[src/rtl/rf_wr_arb.sv]
// rf_wr_arb: shares the register-file write port between pipeline writeback
// and a late-returning multi-cycle unit. Late results that lose the port are
// held in a small circular FIFO. A pending-write bitmap drives the decode stall.
module rf_wr_arb #(
  parameter int DEPTH = 2,
  parameter int XLEN  = 32
) (
  input  logic            clk,
  input  logic            reset,
  input  logic            core_we,
  input  logic [4:0]      core_rd,
  input  logic [XLEN-1:0] core_data,
  input  logic            mc_issue,
  input  logic [4:0]      mc_issue_rd,
  input  logic            mc_valid,
  input  logic [4:0]      mc_rd,
  input  logic [XLEN-1:0] mc_data,
  output logic            mc_ready,
  input  logic [4:0]      rs1,
  input  logic [4:0]      rs2,
  output logic            rf_we,
  output logic [4:0]      rf_rd,
  output logic [XLEN-1:0] rf_data,
  output logic            stall,
  output logic [31:0]     busy
);

  localparam int PW = (DEPTH > 1) ? $clog2(DEPTH) : 1;
  localparam int CW = $clog2(DEPTH + 1);
  localparam logic [CW-1:0] FULL_CNT = CW'(DEPTH);
  localparam logic [PW-1:0] LAST_PTR = PW'(DEPTH - 1);

  logic [4:0]      mem_rd   [DEPTH];
  logic [XLEN-1:0] mem_data [DEPTH];
  logic [PW-1:0]   wr_ptr, rd_ptr;
  logic [CW-1:0]   count;
  logic [31:0]     busy_q, busy_nxt, set_vec, clr_vec;
  logic            core_eff, empty, full, pop, bypass, push;

  function automatic logic [PW-1:0] ptr_inc(input logic [PW-1:0] p);
    return (p == LAST_PTR) ? '0 : p + 1'b1;
  endfunction

  // Port arbitration, FIFO handshake, scoreboard update and stall decode.
  always_comb begin
    core_eff = core_we && (core_rd != 5'd0);
    empty    = (count == '0);
    full     = (count == FULL_CNT);
    pop      = !reset && !core_eff && !empty;
    bypass   = !reset && !core_eff && empty && mc_valid && (mc_rd != 5'd0);
    // ready depends on registered fullness only, so a same-cycle pop never raises it
    mc_ready = !reset && !full;
    push     = mc_valid && mc_ready && (mc_rd != 5'd0) && !bypass;

    rf_we   = 1'b0;
    rf_rd   = 5'd0;
    rf_data = '0;
    if (core_eff && !reset) begin
      rf_we   = 1'b1;
      rf_rd   = core_rd;
      rf_data = core_data;
    end else if (pop) begin
      rf_we   = 1'b1;
      rf_rd   = mem_rd[rd_ptr];
      rf_data = mem_data[rd_ptr];
    end else if (bypass) begin
      rf_we   = 1'b1;
      rf_rd   = mc_rd;
      rf_data = mc_data;
    end

    clr_vec = '0;
    if (pop || bypass) clr_vec[rf_rd] = 1'b1;
    set_vec = '0;
    if (mc_issue && (mc_issue_rd != 5'd0)) set_vec[mc_issue_rd] = 1'b1;
    // a new issue owns the register, so set overrides a same-cycle clear
    busy_nxt    = (busy_q & ~clr_vec) | set_vec;
    busy_nxt[0] = 1'b0;

    stall = !reset && (busy_q[rs1] || busy_q[rs2] ||
                       (core_eff && busy_q[core_rd]) ||
                       (mc_issue && busy_q[mc_issue_rd]));
    busy  = busy_q;
  end

  // FIFO storage; contents need no reset since count gates every read.
  always_ff @(posedge clk) begin
    if (push) begin
      mem_rd[wr_ptr]   <= mc_rd;
      mem_data[wr_ptr] <= mc_data;
    end
  end

  // Pointers, occupancy and pending-write bitmap.
  always_ff @(posedge clk) begin
    if (reset) begin
      wr_ptr <= '0;
      rd_ptr <= '0;
      count  <= '0;
      busy_q <= '0;
    end else begin
      if (push) wr_ptr <= ptr_inc(wr_ptr);
      if (pop)  rd_ptr <= ptr_inc(rd_ptr);
      if (push && !pop)      count <= count + 1'b1;
      else if (pop && !push) count <= count - 1'b1;
      busy_q <= busy_nxt;
    end
  end

endmodule

[config.mk]
export PLATFORM = sky130hd
export DESIGN_NAME = rf_wr_arb
export DESIGN_NICKNAME = d
export VERILOG_FILES = /design/src/rtl/rf_wr_arb.sv
export SDC_FILE = /design/constraint.sdc
export NUM_CORES = 1
export LEC_CHECK = 0
export CAP_MARGIN = 20
export CELL_PAD_IN_SITES_DETAIL_PLACEMENT = 0
export CELL_PAD_IN_SITES_GLOBAL_PLACEMENT = 1
export CORE_UTILIZATION = 41
export DETAILED_ROUTE_END_ITERATION = 10
export PLACE_DENSITY = 0.82
export SYNTH_ARGS = -nofsm -noshare
export SYNTH_HDL_FRONTEND = slang
export SYNTH_SLANG_ARGS = --single-unit
[constraint.sdc]
create_clock -name clk -period 9.2 [get_ports clk]
set_clock_uncertainty 0.1 [all_clocks]
set_input_delay 2.76 -clock clk [delete_from_list [all_inputs] [get_ports clk]]
set_output_delay 2.76 -clock clk [all_outputs]
set_load 0.03 [all_outputs]
==> impl_metrics.json <==
{
  "met2_length_mm": 9.674,
  "worstMarginPinSlew_ps": 991.4,
  "leakagePower_nw": 2.873,
  "place.gp.congestion": 0.9523,
  "nets": 807,
  "routed_wl_mm": 19.65,
  "rr_worst_depth": 5,
  "clk_latency_ps": 360,
  "setup_violations": 0,
  "cts.root.buffer_cell": "clkbuf_16",
  "antennaDiodeCount": 0,
  "initialDrtViolationCount": 448,
  "synth_area_per_cell_um2": 11.15,
  "synth_fp_nets": 663,
  "row_count": 45,
  "hpwlAfterDp_mm": 14.06,
  "numCtsBuffers": 9,
  "critical_path_buf_inv_count": 2,
  "io_pins": 166,
  "met3_length_mm": 1.368,
  "grt_pass1_vias": 5358,
  "grt_setup_unrepaired": "false",
  "synth_most_common_cell": "nor2_1",
  "cts_resized": 0,
  "path_cells": "clkdlybuf4s50_1, mux4_2, mux2_2, a311oi_1, a41o_1, o21ai_0, clkdlybuf4s50_1",
  "top_layer": "met4",
  "track_usage_pct": 25.04,
  "antenna_found_initial": 0,
  "vias": 5504,
  "critPathSlowestCell": "clkdlybuf4s50_1",
  "hold-worst-slack_ps": 365.9,
  "clk_pin_slew_worst_paths_ps": 70,
  "finalHoldViolations": 0,
  "worstPathArrival_ps": 5650,
  "cts_htree_levels": 3,
  "crit_path_frequent_cell": "clkdlybuf4s50_1",
  "ys_ff_latch": 110,
  "max_slew_margin_pct": 33.77,
  "drv_slew": 0,
  "port_buffers": 164,
  "rr_endpoint": "busy[3]$_SDFF_PP0_",
  "max_stage_delay_ps": 750,
  "drtAntennaViolNets": 0,
  "fp.dieH_um": 126.3,
  "ys_warn_count": 0,
  "worstSetupPathDepth": 7,
  "fill_cells": 1325,
  "drc": 0,
  "required_ps": 6340,
  "post_cts_buffers": 0,
  "finalCriticalPeriod_ps": 8514,
  "drtPass1Iterations": 5,
  "syn_area_um2": 6331,
  "path_delay_family": "buffers and inverters",
  "grt_pass1_wl_mm": 30.43,
  "synth_top_area_share_pct": 35.10,
  "cap_violations": 0,
  "synth.distinct_cells": 66,
  "core_um2": 15150,
  "grt_max_degree": 42,
  "synth_edf_count": 74,
  "area_growth_pct": 32.43,
  "worstSetupStartpointType": "input port",
  "vdd_ir_drop_max_mv": 0.1181,
  "wl_per_cell_um": 21.72,
  "stdcell_count": 905,
  "critPathCaptureType": "output port",
  "critical_path.max_fanout": 9,
  "cts.sink_count": 110,
  "m1WireLength_mm": 8.209,
  "placed_cells": 888,
  "drive_above_1_share_pct": 21.20,
  "cts_tree": "built",
  "avgViaCountPerCell": 6.082,
  "grt-ovfl-total": 0,
  "fmax_mhz": 117.5,
  "synth.top_cells.by_count": "nor2_1, edfxtp_1, a21oi_1, mux2_2",
  "hp-class": "reg -> reg",
  "total_power_mw": 1.250,
  "ctsHoldBuffers": 0,
  "die_area_um2": 15940,
  "regToRegSetupSlack_ps": 6280,
  "power_density_nw_per_um2": 149.1,
  "crit_end": "stall",
  "netlist_top_cells_area": "edfxtp_1, dfxtp_1, mux4_2, mux2_2, nor2_1",
  "die_w_um": 126.3,
  "yosysTopAreaCell": "edfxtp_1",
  "start_util_pct": 41.80,
  "ys_seq_area_share_pct": 46.48,
  "worstSetupPathType": "in -> out",
  "ys.flop_type": "edfxtp_1",
  "status": "finished, final reports clean",
  "async_flop_share_pct": 0,
  "crit_start": "rs2[0]",
  "clock_path_buffers": 2,
  "synthesis.instances": 568,
  "tns_ps": 0,
  "fin_crit_sh_pct": 92.54
}
stage by stage:
stage / setup WS [ps] / util (%) / instance area, um2
after global routing: 572.0 / 55.36 / 8384
after detailed placement: 748.7 / 53.25 / 8065
after floorplan: 1606 / - / 6331
after CTS: 745.1 / 55.23 / 8364
final: 686.1 / 55.36 / 8384
after global placement: 785.1 / 53.25 / 8065
state kept, by name, summed over array words and instances (netlist names), named ones only:
signal / count
busy: 31
count: 2
mem_data: 64
mem_rd: 10
rd_ptr: 1
wr_ptr: 1
area by class of cell:
| cell class | instances | area (um2) | share of cell area, % |
|---|---|---|---|
| Multi-Input combinational cell | 408 | 3184 | 37.98 |
| Sequential cell | 110 | 2944 | 35.11 |
| Timing Repair Buffer | 175 | 1692 | 20.18 |
| Clock buffer | 10 | 239.0 | 2.850 |
| Tap cell | 188 | 235.2 | 2.806 |
| Clock inverter | 6 | 60.06 | 0.7163 |
| Inverter | 8 | 30.03 | 0.3582 |
kinds of logic after synthesis:
family                   Yosys count  synth area share [%]
AND/OR/NAND/NOR                  167                 11.62
AO/OA/AOI/OAI                    158                 19.27
flip-flops                       110                 46.48
multiplexers                      78                 18.48
buffers and inverters             50                 3.478
XOR/XNOR                           3                0.4151
adder cells (fa/ha/maj)            1                0.1976
other                              1               0.05923
worst min-delay path by stage:
stage | end | cells after the start | startpoint
2_1_floorplan | register | 1 | rd_ptr$_SDFFE_PP0N_
3_3_place_gp | register | 1 | rd_ptr$_SDFFE_PP0N_
3_5_place_dp | register | 1 | rd_ptr$_SDFFE_PP0N_
4_1_cts | register | 1 | rd_ptr$_SDFFE_PP0N_
5_1_grt | rd_ptr$_SDFFE_PP0N_ | 1 | rd_ptr$_SDFFE_PP0N_
6_report | register | 1 | rd_ptr$_SDFFE_PP0N_
placed cells by master, fill, tap and decap left out, drive strengths merged, types with 2 or more instances in the layout:
cell type      count
clkdlybuf4s50    126
nor2              92
edfxtp            74
buf               49
a21oi             41
mux2              41
nand2             36
dfxtp             36
a221oi            34
mux4              27
o31ai             16
o21ai             15
inv               13
a311oi            11
mux2i             10
clkbuf            10
nand3              7
nor3               7
nor2b              7
a32oi              5
a22o               4
o211ai             4
nand3b             3
a22oi              3
o311ai             3
o22ai              3
a32o               3
and2               3
and3               2
o41ai              2
a31oi              2
nand2b             2
xor2               2
or4                2
nor4b              2
a211oi             2
per-layer routing:
metal,GRT usage (%),vias to the layer above
met3,5.098,32
met1,32.89,2691
li1,-,2522
met5,0,-
met2,41.57,259
met4,7.796,0
where the power goes:
part,internal (mW),switching (mW),leakage [nW]
logic,0.133,0.162,1.76
clock network,0.199,0.185,0.149
registers,0.550,0.0208,0.968
(Power assumes the default switching activity.)
==> RTL edit 1 (same flow settings) <==
`DEPTH`: 2 -> 4.
--- a/src/rtl/rf_wr_arb.sv
+++ b/src/rtl/rf_wr_arb.sv
@@ -4,3 +4,3 @@
 module rf_wr_arb #(
-  parameter int DEPTH = 2,
+  parameter int DEPTH = 4,
   parameter int XLEN  = 32
Behaviour: not the same (a bounded check fails within 4 cycles, from zero or initial values and one cycle with reset high).
==> RTL edit 1 against the unedited design <==
  * Clock power rose by 84%
  * Die area rose by 41%
  * Count of clock-buffer cells in the layout rose by 8
  * Maximum frequency fell by 1.9%
  * Design area rose by 35%
  * Total power rose by 92%
  * Worst setup slack got worse by 160 ps
  * Sequential cell count rose by 78
  * Non-clock buffer count fell by 3
  * Combinational power rose by 130%
  * Synthesized area rose by 41%
  * Via count rose by 16%
  * Wire length rose by 21%
  * Sequential share of layout area rose by 11 points
  * Critical path type unchanged
  * Critical endpoint is now rf_rd[2]
  * Largest power group unchanged
  * Highest routed layer unchanged
==> RTL edit 1: results (changes against the unedited design) <==
* Status: completed (unchanged)
* VDD IR max at 147 uV (was 118 uV)
* Crit path from: core_rd[1] (was rs2[0])
* Core ar. at 0.0212 sq mm (was 0.0151 sq mm)
* CP arrival at 5820 ps (was 5650 ps)
* Final Wtd Congestion at 1.03 (was 0.952)
* H-tree level count at 4 (was 3)
* Vias in the first global route at 6327 (was 5358)
* Sw Share at 0.321 (was 0.294)
* M3 GR Usage at 0.0518 (was 0.0510)
* Max FFs per register at 128 (was 64)
* Num sequential at 188 (was 110)
* Placed wire-length estimate at 16.5 mm (was 14.1 mm)
* Wire length on met2 at 11.0 mm (was 9.67 mm)
* R2R Path End: count[2] (was busy[3])
* Clock Buffer Count at 18 (was 10)
* Drt wl/cell at 22.2 microns (was 21.7 microns)
* Initial DRC count at 575 (was 448)
* Comb power frac at 0.285 (was 0.236)
* Post-placement cell area at 0.0108 sq mm (was 0.00807 sq mm)
* Seq/Total Area, Yosys at 0.587 (was 0.465)
* First-pass GRT wire length at 36.5 mm (was 30.4 mm)
* Non-clock buffer share at 0.143 (was 0.202)
* Met3 Wirelength at 2.15 mm (was 1.37 mm)
* Via count at 6377 (was 5504)
* Relative slew margins at 0.319 (was 0.338)
* Worst skew pair latency at 440 ps (was 360 ps)
* Final wirelength at 23.7 mm (was 19.7 mm)
* Crit-path max FO at 10 (was 9)
* Root Buffer: clkbuf_16 (unchanged)
* Clk cell area share at 0.0515 (was 0.0357)
* Leak at 3.88 nW (was 2.87 nW)
* Period utilisation layout at 0.943 (was 0.925)
* Worst path max stage delay at 710 ps (was 750 ps)
* Layout cell share with drive strength beyond 1 at 0.188 (was 0.212)
* R2R cell count at 9 (was 5)
* HP Start: rd_ptr[1] (was rd_ptr)
* Number of signal-net buffers in the layout at 172 (was 175)
* Worst hold slack at 405 ps (was 366 ps)
* Multi-input gates at 358 (was 408)
* Inverters at 44 (was 8)
* Sequential cell area share at 0.462 (was 0.351)
* Fillers at 1723 (was 1325)
* Setup WS pre-CTS at 486 ps (was 749 ps)
* Met2 usage at 0.348 (was 0.416)
* Wl on met1 at 10.1 mm (was 8.21 mm)
* Syn_nets at 729 (was 663)
* Unique masters post-synth at 58 (was 66)
* Internal reg-to-reg setup slack at 6080 ps (was 6280 ps)
* Met1 usage at 0.299 (was 0.329)
* GRT Overall Usage at 0.220 (was 0.250)
* Multi-input combinational area share at 0.298 (was 0.380)
* EDFF count, synth at 148 (was 74)
* Placed cell count at 1037 (was 888)
* Hold depth at 2 (was 1)
* Setup crit end: rf_rd[2] (was stall)
* Syn_area_per_cell at 14.2 sq um (was 11.1 sq um)
* Setup repair bufs after CTS at 0 (unchanged)
-- RTL edit 1: changes by cell type in the layout (fill, tap and decap cells not counted), moves of 10 or more --
cell,change
inv_1,+33
edfxtp_1,+74
o31ai_1,-10
nor2_1,-59
a222oi_1,+32
a21oi_1,-14
nand3_1,+14
mux2_2,-39
a221oi_1,-33
o21ai_0,+14
mux4_2,+37
-- RTL edit 1: logic make-up after synthesis --
logic type / synth area share
compound gates: 0.101
buf+inv: 0.0367
simple gates: 0.0812
flops: 0.587
other cells: 0.000419
fa+ha+maj: 0.0106
xor+xnor: 0.00196
mux: 0.182
-- RTL edit 1: power groups by stage --
stage | clock, W | combinational (W) | sequential [W]
3_3_place_gp | 0 | 0.000672 | 0.00102
4_1_cts | 0.000719 | 0.000688 | 0.00101
5_1_grt | 0.000755 | 0.000736 | 0.00101
3_5_place_dp | 0 | 0.000681 | 0.00103
2_1_floorplan | 0 | 0.000475 | 0.00101
6_report | 0.000708 | 0.000685 | 0.00101
==> RTL edit 2 (same settings) <==
Without the edit above. Reset style: asynchronous (`reset`), changed in one clocked block.
--- a/src/rtl/rf_wr_arb.sv
+++ b/src/rtl/rf_wr_arb.sv
@@ -94,3 +94,3 @@
   // Pointers, occupancy and pending-write bitmap.
-  always_ff @(posedge clk) begin
+  always_ff @(posedge clk or posedge reset) begin
     if (reset) begin
Check against the original RTL: differs if reset is asserted again (counterexample within 4 cycles, from zero or initial values and one cycle with reset high); with reset held inactive, the same outputs for 4 cycles.
==> RTL edit 2 against the unedited design <==
  * Non-clock buffer count is 2 higher
  * Synthesized area is 0.42% higher
  * Wire length is 0.27% lower
  * Maximum frequency is 0.44% lower
  * First-iteration DRC count is 23% higher
  * Die area is 0.40% higher
  * Design area is 0.49% higher
  * Sequential cell count is 1 lower
  * Via count is 2.6% higher
  * Worst setup slack worse by 38 ps
  * Critical path type unchanged
Power is not compared: it rests on default switching activity, and its combinational part moved more than twofold at a synthesized area within 25%.
==> RTL edit 2: results (changes against the unedited design) <==
* Setup repair bufs after CTS at 0 (unchanged)
* HP Start: wr_ptr (was rd_ptr)
* Async SR Flop Fraction at 0.321 (was 0)
* Placed wire-length estimate at 13.8 mm (was 14.1 mm)
* Crit-path max FO at 11 (was 9)
* Adder-cell share of the synthesized area at 0.00197 (was 0.00198)
* Post-synthesis compound-gate area fraction at 0.143 (was 0.193)
* # diodes at 0 (unchanged)
* Top cells by count, synth: nor2_1 (83), edfxtp_1 (74), nand2_1 (67), mux2_2 (38), dfrtp_1 (35) (was nor2_1 (92), edfxtp_1 (74), a21oi_1 (41), mux2_2 (41))
* Crit path max-delay family: buffers and inverters (unchanged)
* R2R Path End: busy[23] (was busy[3])
* Final Wtd Congestion at 0.971 (was 0.952)
* Post-CTS sizing at 0 (unchanged)
* Multiplexer area fraction after synthesis at 0.165 (was 0.185)
* Fin nets at 843 (was 807)
* Initial DRC count at 550 (was 448)
* Finished Layout Cells at 941 (was 905)
* Worst skew pair latency at 350 ps
* Pwr/cell area at 218 mW/mm^2
* Hold worst-path end: wr_ptr
* GRT Overall Usage at 0.251 (was 0.250)
* Worst-path clk slew at 70 ps (about the same)
* Crit-path slowest cell: clkdlybuf4s50_1 (unchanged)
* Initial antenna violation count at 0 (unchanged)
* Internal reg-to-reg setup slack at 6300 ps (was 6280 ps)
* Unique masters post-synth at 61 (was 66)
* Post-synthesis cell count at 597 (was 568)
* VDD IR max at 95.3 uV
* Placed cell count at 925 (was 888)
* Leak at 3.28 nW
* Syn_nets at 692 (was 663)
* Worst path max stage delay at 730 ps (was 750 ps)
* Largest net degree at the start of global routing at 39 (was 42)
* Post-Synth XOR/XNOR Area at 0.00689 (was 0.00415)
* Synth area leaders: edfxtp_1 (35%), dfrtp_1 (14%), mux2_2 (6.7%), mux2i_1 (5.2%), nor2_1 (4.9%) (was edfxtp_1 (35%), dfxtp_1 (11%), mux4_2 (9.6%), mux2_2 (7.3%), nor2_1 (5.5%))
* Via-per-instance ratio at 6.00 (was 6.08)
* Least-Margin Pin Slew at 967 ps (was 991 ps)
* Largest buffer count on any clock path at 2 (unchanged)
* Most used DFF post-synth: edfxtp_1 (unchanged)
* Hold depth at 1 (unchanged)
* First-pass GRT wire length at 30.8 mm (was 30.4 mm)
* Drt first pass iters at 5 (unchanged)
* Fillers at 1292 (was 1325)
* Post-placement cell area at 0.00812 sq mm (was 0.00807 sq mm)
* H-tree level count at 3 (unchanged)
* Synthesis warning total at 0 (unchanged)
* Drt wl/cell at 20.8 microns (was 21.7 microns)
* CTS Buf Count at 9 (unchanged)
* Vias in the first global route at 5561 (was 5358)
* I/O Buffers at 164 (unchanged)
* Hold crit path type: flop to flop (unchanged)
* Status: completed (unchanged)
* Root Buffer: clkbuf_16 (unchanged)
* Seq/Total Area, Yosys at 0.487 (was 0.465)
* CP arrival at 5690 ps (was 5650 ps)
* Crit Reg-Reg Startpoint: count[0]
* Layout cell share with drive strength beyond 1 at 0.167 (was 0.212)
[RTL edit 2: layout make-up]
type / instances / share of cell area
inverter: 22 / 0.00980
clock buffer: 11 / 0.0288
sequential: 109 / 0.368
multi-input combinational: 429 / 0.361
timing repair buffer: 177 / 0.197
tap: 188 / 0.0279
clock inverter: 5 / 0.00787
[RTL edit 2: worst max-delay path by stage]
stage / slack, ps / cells after the start / end / start
2_1_floorplan: 1490 / 5 / rf_data[10] / reset
3_3_place_gp: 720 / 8 / rf_rd[2] / core_rd[0]
3_5_place_dp: 650 / 8 / rf_rd[2] / core_rd[0]
4_1_cts: 630 / 8 / rf_rd[2] / core_rd[0]
5_1_grt: 480 / 8 / rf_rd[2] / core_rd[0]
6_report: 650 / 8 / rf_rd[2] / core_rd[0]
[RTL edit 2: power by group through the flow]
stage | Sequential (W) | Clock (W) | Combinational (W)
after global placement | 0.000714 | 0 | 0.000719
after detailed placement | 0.000717 | 0 | 0.000727
final | 0.000711 | 0.000399 | 0.000729
after CTS | 0.000707 | 0.000409 | 0.000731
after floorplan | 0.000731 | 0 | 0.000421
after global routing | 0.000717 | 0.000429 | 0.000781
[RTL edit 2: worst register-to-register path, cell delays in order (launching register included)]
cell and delay, ps:
dfrtp_1 460, nor2_1 520, o211ai_1 400, or4b_4 620, a211oi_4 470, o221ai_1 200
[RTL edit 2: cells by family after synthesis]
| kind of cell | after synthesis |
|---|---|
| compound gates | 122 |
| flops | 109 |
| other cells | 1 |
| xor+xnor | 5 |
| mux | 84 |
| simple gates | 216 |
| buf+inv | 59 |
| fa+ha+maj | 1 |
[RTL edit 2: layer usage]
| layer | vias to the layer above | track usage | share of wire |
|---|---|---|---|
| li1 | 2553 | - | - |
| met1 | 2811 | 0.347 | 0.44 |
| met2 | 248 | 0.394 | 0.47 |
| met3 | 37 | 0.0481 | 0.074 |
| met4 | 0 | 0.0879 | 0.020 |
| met5 | - | 0 | 0 |
[RTL edit 2: stage by stage]
step | hold WS [ps] | worst slack, ps | total power, W
finish | 415 | 648 | 0.00184
global route | 453 | 484 | 0.00193
CTS | 412 | 632 | 0.00185
detailed placement | 403 | 645 | 0.00144
global placement | 393 | 717 | 0.00143
floorplan | 356 | 1490 | 0.00115
